$ cat src/rtl/timer_dev_pkg.sv
// Shared definitions for the programmable interval timer: register map,
// CTRL bit layout, MODE codes, FSM state encoding and default window base.
package timer_dev_pkg;

    localparam logic [31:0] DEFAULT_BASE_ADDR = 32'h0000_7F00;
    localparam int          CTRL_W_DEFAULT    = 4;

    // Word offsets inside the window (PrAddr[3:2])
    localparam logic [1:0] OFF_CTRL   = 2'd0;
    localparam logic [1:0] OFF_PRESET = 2'd1;
    localparam logic [1:0] OFF_COUNT  = 2'd2;
    localparam logic [1:0] OFF_GAP    = 2'd3;

    // CTRL bit positions
    localparam int CTRL_EN_BIT   = 0;
    localparam int CTRL_MODE_LSB = 1;
    localparam int CTRL_MODE_MSB = 2;
    localparam int CTRL_IM_BIT   = 3;

    // MODE codes; 1x behaves like one-shot
    localparam logic [1:0] MODE_ONE_SHOT    = 2'b00;
    localparam logic [1:0] MODE_AUTO_RELOAD = 2'b01;

    typedef enum logic [1:0] {
        ST_IDLE = 2'd0,
        ST_LOAD = 2'd1,
        ST_CNT  = 2'd2,
        ST_INT  = 2'd3
    } timer_state_e;

    // Only the exact auto-reload code reloads; every other code stops after one period.
    function automatic logic is_auto_reload(input logic [1:0] mode);
        return (mode == MODE_AUTO_RELOAD);
    endfunction

endpackage

$ cat src/rtl/timer_dev.sv
// Memory-mapped interval timer: CTRL/PRESET/COUNT window on the processor
// bus, down-counter FSM, interrupt request and a registered read port.
module timer_dev
    import timer_dev_pkg::*;
#(
    parameter logic [31:0] BASE_ADDR = DEFAULT_BASE_ADDR,
    parameter int          CTRL_W    = CTRL_W_DEFAULT
) (
    input  logic        clk,
    input  logic        reset,
    input  logic [31:0] PrAddr,
    input  logic [31:0] PrWD,
    input  logic        PrWe,
    output logic [31:0] PrRD,
    output logic        IRQ
);

    localparam logic [31:0] WINDOW_MASK = 32'hFFFF_FFF0;

    timer_state_e      state_r;
    logic [CTRL_W-1:0] ctrl_r;
    logic [31:0]       preset_r;
    logic [31:0]       count_r;
    logic              irq_flag_r;

    logic              hit_s;
    logic [1:0]        addr_idx_s;
    logic              wr_ctrl_s;
    logic              wr_preset_s;
    logic              auto_reload_s;
    logic [31:0]       rd_data_s;

    // Byte-lane bits of PrAddr fall away in the mask, so any byte address hits its word.
    assign addr_idx_s    = PrAddr[3:2];
    assign hit_s         = ((PrAddr & WINDOW_MASK) == (BASE_ADDR & WINDOW_MASK)) &&
                           (addr_idx_s != OFF_GAP);
    assign wr_ctrl_s     = PrWe && hit_s && (addr_idx_s == OFF_CTRL);
    assign wr_preset_s   = PrWe && hit_s && (addr_idx_s == OFF_PRESET);
    assign auto_reload_s = is_auto_reload(ctrl_r[CTRL_MODE_MSB:CTRL_MODE_LSB]);

    // Flag and mask are both registers, so IRQ falls the instant reset clears them.
    assign IRQ = irq_flag_r & ctrl_r[CTRL_IM_BIT];

    // Read mux over the current register contents (before any same-cycle write).
    always_comb begin
        rd_data_s = 32'd0;
        if (hit_s) begin
            case (addr_idx_s)
                OFF_CTRL:   rd_data_s = {{(32-CTRL_W){1'b0}}, ctrl_r};
                OFF_PRESET: rd_data_s = preset_r;
                OFF_COUNT:  rd_data_s = count_r;
                default:    rd_data_s = 32'd0;
            endcase
        end else begin
            rd_data_s = 32'd0;
        end
    end

    // Registered read data so the CPU samples it one stage later.
    always_ff @(posedge clk or negedge reset) begin
        if (!reset) begin
            PrRD <= 32'd0;
        end else begin
            PrRD <= rd_data_s;
        end
    end

    // PRESET is only ever changed by the bus; COUNT picks it up at the next LOAD.
    always_ff @(posedge clk or negedge reset) begin
        if (!reset) begin
            preset_r <= 32'd0;
        end else if (wr_preset_s) begin
            preset_r <= PrWD;
        end
    end

    // Counter FSM with CTRL and irq_flag; bus writes are applied last so they win.
    always_ff @(posedge clk or negedge reset) begin
        if (!reset) begin
            state_r    <= ST_IDLE;
            ctrl_r     <= {CTRL_W{1'b0}};
            count_r    <= 32'd0;
            irq_flag_r <= 1'b0;
        end else begin
            if (wr_ctrl_s && !PrWD[CTRL_EN_BIT]) begin
                // Disabling from the bus parks the FSM and freezes COUNT.
                state_r <= ST_IDLE;
            end else begin
                case (state_r)
                    ST_IDLE: begin
                        if (ctrl_r[CTRL_EN_BIT]) begin
                            state_r <= ST_LOAD;
                        end
                    end
                    ST_LOAD: begin
                        count_r <= preset_r;
                        state_r <= ST_CNT;
                    end
                    ST_CNT: begin
                        if (!ctrl_r[CTRL_EN_BIT]) begin
                            state_r <= ST_IDLE;
                        end else if (count_r > 32'd1) begin
                            count_r <= count_r - 32'd1;
                        end else begin
                            // Terminal count: saturate at zero and raise the flag on entry to INT.
                            count_r    <= 32'd0;
                            irq_flag_r <= 1'b1;
                            state_r    <= ST_INT;
                        end
                    end
                    ST_INT: begin
                        if (auto_reload_s) begin
                            irq_flag_r <= 1'b0;
                            state_r    <= ST_LOAD;
                        end else begin
                            ctrl_r[CTRL_EN_BIT] <= 1'b0;
                            state_r             <= ST_IDLE;
                        end
                    end
                    default: state_r <= ST_IDLE;
                endcase
            end

            if (wr_ctrl_s) begin
                ctrl_r <= PrWD[CTRL_W-1:0];
            end
            if (wr_ctrl_s || wr_preset_s) begin
                irq_flag_r <= 1'b0;
            end
        end
    end

endmodule

$ cat config.mk
export PLATFORM = sky130hd
export DESIGN_NAME = timer_dev
export DESIGN_NICKNAME = d
export VERILOG_FILES = /design/src/rtl/timer_dev_pkg.sv /design/src/rtl/timer_dev.sv
export SDC_FILE = /design/constraint.sdc
export NUM_CORES = 1
export LEC_CHECK = 0
export BUFFER_PORTS_ARGS = -buffer_cell sky130_fd_sc_hd__buf_2
export CORE_ASPECT_RATIO = 0.6
export CORE_UTILIZATION = 40
export CTS_CLUSTER_DIAMETER = 100
export DETAILED_ROUTE_END_ITERATION = 6
export SLEW_MARGIN = 20
export SYNTH_ARGS = -nofsm -noshare
export SYNTH_HDL_FRONTEND = slang
export SYNTH_SLANG_ARGS = --single-unit
$ cat constraint.sdc
create_clock -name clk -period 3.8 [get_ports clk]
set_input_delay 0.19 -clock clk [delete_from_list [all_inputs] [get_ports clk]]
set_output_delay 0.19 -clock clk [all_outputs]
set_load 0.01 [all_outputs]
; Yosys cells after proc, flatten, opt, wreduce, memory -nomap -nowiden
; Cells that the tools add are included.
; W data, S select, Z words.
[totals]
ff_bits = 103
inputBits = 67
word_cells = 65
[classes]
eq_ne = 17
n_reduce_logical = 16
bitwise_logic = 2
addsub = 1
n_mux = 21
n_lt_le_gt_ge = 1
[ops]
columns = cell, count
row1 = $mux W32, 3
row2 = $pmux W32 S3, 1
row3 = $pmux W32 S2, 1
row4 = $gt A32 B1 Y1 const B, 1
row5 = $sub A32 B1 Y32 const B, 1
row6 = $eq A28 B11 Y1 const B, 1
row7 = $ne A3 B3 Y1 const B, 4
row8 = $mux W1, 10
row9 = $mux W2, 4
row10 = $ne A2 B2 Y1 const B, 4
row11 = $pmux W2 S4, 1
row12 = $eq A2 B1 Y1 const B, 3
row13 = $eq A2 B2 Y1 const B, 3
row14 = $reduce_and A3 Y1, 2
row15 = $logic_and A1 B1 Y1, 5
row16 = $reduce_and A5 Y1, 1
row17 = $logic_not A2 Y1, 2
row18 = $ne A4 B4 Y1 const B, 1
row19 = $reduce_bool A2 Y1, 2
row20 = $reduce_bool A3 Y1, 1
row21 = $ne A2 B1 Y1 const B, 1
row22 = $pmux W1 S2, 1
row23 = $reduce_and A2 Y1, 1
row24 = $and A1 B1 Y1, 1
row25 = other kinds (3), 3

; Depth between registers and ports, before layout
[depth]
word_depth = 7
ltp_mapped = 10
ltp_nobuf = 8

; Worst setup path before layout
; Ideal clock, no wire load.
[synth_path]
path_kind = register to register
start = reg count_r[0]
end = reg count_r[24]
stages_incl_launch_ff = 10
t_arrival_ps = 2467
path_buffers = 1
path_slack_ps = 1209
setup_time_ps = 124
cell_sequence = dfrtp_1 inv_1 ha_1 or3b_2 or3_1 buf_2 nor4_4 nor3b_2 o21ai_1 a211o_1
[synth_via]
elab_chain_cells = 4
elab_cells_between_ends = 5
classes_between = add/sub: 1 / order compare: 1 / mux: 3
[synth_rtl]
columns = item, line_no
row1 = "start, declared", timer_dev.sv:23  ; logic [31:0] count_r;
row2 = "start signal, assigned", timer_dev.sv:96  ; count_r <= preset_r;
row3 = "start signal, assigned", timer_dev.sv:103  ; count_r <= count_r - 32'd1;
row4 = $sub A32 B1 Y32 or $gt A32 B1 Y1 (tied branches), "timer_dev.sv:103, timer_dev.sv:102"
row5 = $mux W32 (*), timer_dev.sv:102  ; end else if (count_r > 32'd1) begin
row6 = $mux W32 (*), timer_dev.sv:100  ; if (!ctrl_r[CTRL_EN_BIT]) begin
row7 = $pmux W32 S2 (*), timer_dev.sv:89  ; case (state_r)
; Mark *: on every way between the ends. The rest lies on a longest branch, timed or not. The select of a mux whose other input is x is not followed.
; A chain may end at the register's enable or synchronous reset.

; Final worst setup path
[layout_path]
start = reg count_r[22]
end = reg count_r[10]
[layout_via]
elab_chain_cells = 4
[layout_rtl]
columns = item, line_no
row1 = $gt A32 B1 Y1, timer_dev.sv:102
row2 = $mux W32, timer_dev.sv:102
row3 = $mux W32, timer_dev.sv:100
row4 = $pmux W32 S2, timer_dev.sv:89
; Every way passes these cells. The select of a mux whose other input is x is not followed.

==> impl_metrics.toml <==
[clocking]
cts_resized = 0
cts.path.max_buffers = 2
h-tree-depth = 3
clk_pin_slew_ns = 0.07
numCtsBuffers = 9
cts_sinks = 103
insertion_delay_ns = 0.35
cts_root_buf = "clkbuf_16"
cts_tree = "yes"

[critical_path]
r2r_cells = 6
path_class = "register to register"
r2r_start = "count_r[22]$_DFFE_PN0P_"
worstSetupEndpoint = "count_r[10]$_DFFE_PN0P_"
slowest_stage = "or4_4"
path_cells = "or4_4, nor4b_2, nand4_1, nand2_2, o21ai_0, a221o_1"
cp_max_fo = 27
max_stage_delay_ns = 0.54
r2r-end = "count_r[10]$_DFFE_PN0P_"
arrival_ns = 3.29
required_ns = 4.02
endpoint_kind = "register"
regToRegSetupSlack_ns = 0.74
cp-startpoint = "count_r[22]$_DFFE_PN0P_"
worst_setup_path_start_kind = "register"
path_buf_inv = 0
cpLargestDelayFamily = "simple AND/OR/NAND/NOR gates"
cp.depth = 6

[die]
start_util_pct = 41.7
die_height_um = 89.6
pin_count = 100
core_um2 = 12300
row_count = 31
fp.dieW_um = 148
dieArea_um2 = 13300

[place]
port_buffers = 97
place_hpwl_mm = 8.71
gp_congestion = 0.808

[yosys]
synth-seq-cells = 103
syn_avg_cell_area_um2 = 10.2
netlist_instances = 499
ys_types = 59
yosysWarnings = 0
synth-edff-count = 0
syn-num-nets = 572
ys_seq_area_share_pct = 50.4
syn-cell-area_um2 = 5110
synth_flop_cell = "dfrtp_1"
ys_async_sr_fraction_pct = 100

[timing]
drv_slew = 0
fmax_mhz = 326
slew_headroom_pct = 43.6
min_period_ns = 3.06
worst_pin_slew_ns = 0.842
hold_viol_final = 0
finClkSkew_ns = 0.0123
setup_viol = 0
fin_tns_setup_ns = 0
rsz0062_at_grt = "false"
period_share_pct = 80.6

[grt]
grt_usage_pct = 20.9
grt_pass1_vias = 4076
grt_max_degree = 87
grt_pass1_wl_mm = 21.4
grt.overflow.total = 0
antenna_found_initial = 0

[final_layout]
final_cell_mix = "dfrtp_1, buf_2, nor2_1"
layout_commonest_cell = "dfrtp_1"
final_util_pct = 49.4
antenna_cells = 0
synthToLayoutAreaGrowth_pct = 18.5
drive_above_1_share_pct = 29.4
nets = 657

[drt]
route.vias.total = 4249
wl_mm = 13.0
vias_per_cell = 5.64
drt_iter0_markers = 246
route.detailed.drc = 0
wl_per_cell_um = 17.2
drt_pass1_iterations = 5
detail-route-antenna-nets = 0

[pwr]
ir_worst_vdd_mv = 0.190
power_per_cell_area_nw_per_um2 = 340
p_leak_nw = 2.94

[worst_hold_path]
whs_path_depth = 2
hold_path.class = "input port to register"

[status]
outcome = "completed"

[job]
maxCapViolations = 0
-- kinds of logic (layout without fill, tap and decap cells) --
group	count (synthesis)	count (layout)	synth area share (%)
mux	38	38	8.27
compound gates	128	128	17.9
fa+ha+maj	6	6	1.47
simple gates	172	172	17.9
flops	103	103	50.4
buf+inv	52	142	3.99
-- power breakdown --
part	internal [mW]	switching, mW	leakage [nW]	total [mW]
sequential	1.10	0.0000795	1.43	1.10
clock	0.466	0.415	0.139	0.881
combinational	0.0319	0.0490	1.37	0.0809
total	1.59	0.464	2.94	2.06
-- flip-flops by register name, summed over array words and instances (netlist names) --
register    count
PrRD           32
count_r        32
preset_r       32
ctrl_r          4
state_r         2
irq_flag_r      1
-- per-layer routing --
metal  track usage [%]  vias up  wire length, µm
met5                 0        -                0
met4              5.81        0              103
met3              3.94        7              739
met2              32.3      126             5710
met1              30.3     2115             6410
li1                  -     2001                -
-- what timing repair did --
action                     4_1_cts  5_1_grt
hold endpoints to repair         0       38
setup endpoints to repair        0        0
buffers inserted                 0        0
hold buffers                     0        1
-- cell usage after synthesis (all sizes together) (3+ instances only) --
cell type	count	area, µm²
a21oi	17	88.8
a221o	4	40.0
a22o	15	131
a22oi	32	240
a31oi	3	18.8
and2	6	37.5
buf	9	42.5
clkbuf	26	97.6
dfrtp	103	2580
ha	6	75.1
inv	17	63.8
mux2	34	383
mux2i	4	40.0
nand2	23	88.8
nand2b	6	37.5
nand3	8	40.0
nand4	6	37.5
nor2	62	233
nor2b	5	31.3
nor3	20	105
nor4	7	73.8
nor4b	4	41.3
o21ai	24	120
o221ai	4	35.0
o22ai	3	18.8
o2bb2ai	8	70.1
or2	4	25.0
or3	7	43.8
or4	6	52.6
-- layout make-up --
| type | count | area, µm² |
|---|---|---|
| multi-input cells | 344 | 2340 |
| well taps | 165 | 206 |
| clock inverters | 6 | 43.8 |
| flip-flops and latches | 103 | 2580 |
| inverters | 17 | 63.8 |
| clock buffers | 10 | 239 |
| repair buffers | 109 | 584 |
| fillers | 1176 | 6200 |
-- worst min path at each step --
stage / endpoint / slack [ns] / start
floorplan: PrRD[0]$_DFF_PN0_ / -0.11 / reset
detailed placement: preset_r[7]$_DFFE_PN0P_ / 0.42 / PrWD[7]
global route: preset_r[7]$_DFFE_PN0P_ / 0.06 / PrWD[7]
CTS: preset_r[7]$_DFFE_PN0P_ / 0.06 / PrWD[7]
finish: preset_r[7]$_DFFE_PN0P_ / 0.06 / PrWD[7]
global placement: preset_r[7]$_DFFE_PN0P_ / 0.42 / PrWD[7]
-- stage by stage --
step                      power, mW  worst slack [ns]  area (µm²)  cells  hold WS, ns
after detailed placement       1.20             0.799        5760    737        0.419
after global placement         1.20             0.870        5760    737        0.415
after floorplan                1.14              1.21        5110    499       -0.106
final                          2.06             0.737        6060    754       0.0614
after global routing           2.14             0.546        6060    754       0.0596
after CTS                      2.09             0.805        6050    753       0.0551
Note: power is estimated with default switching activity, not from simulation.
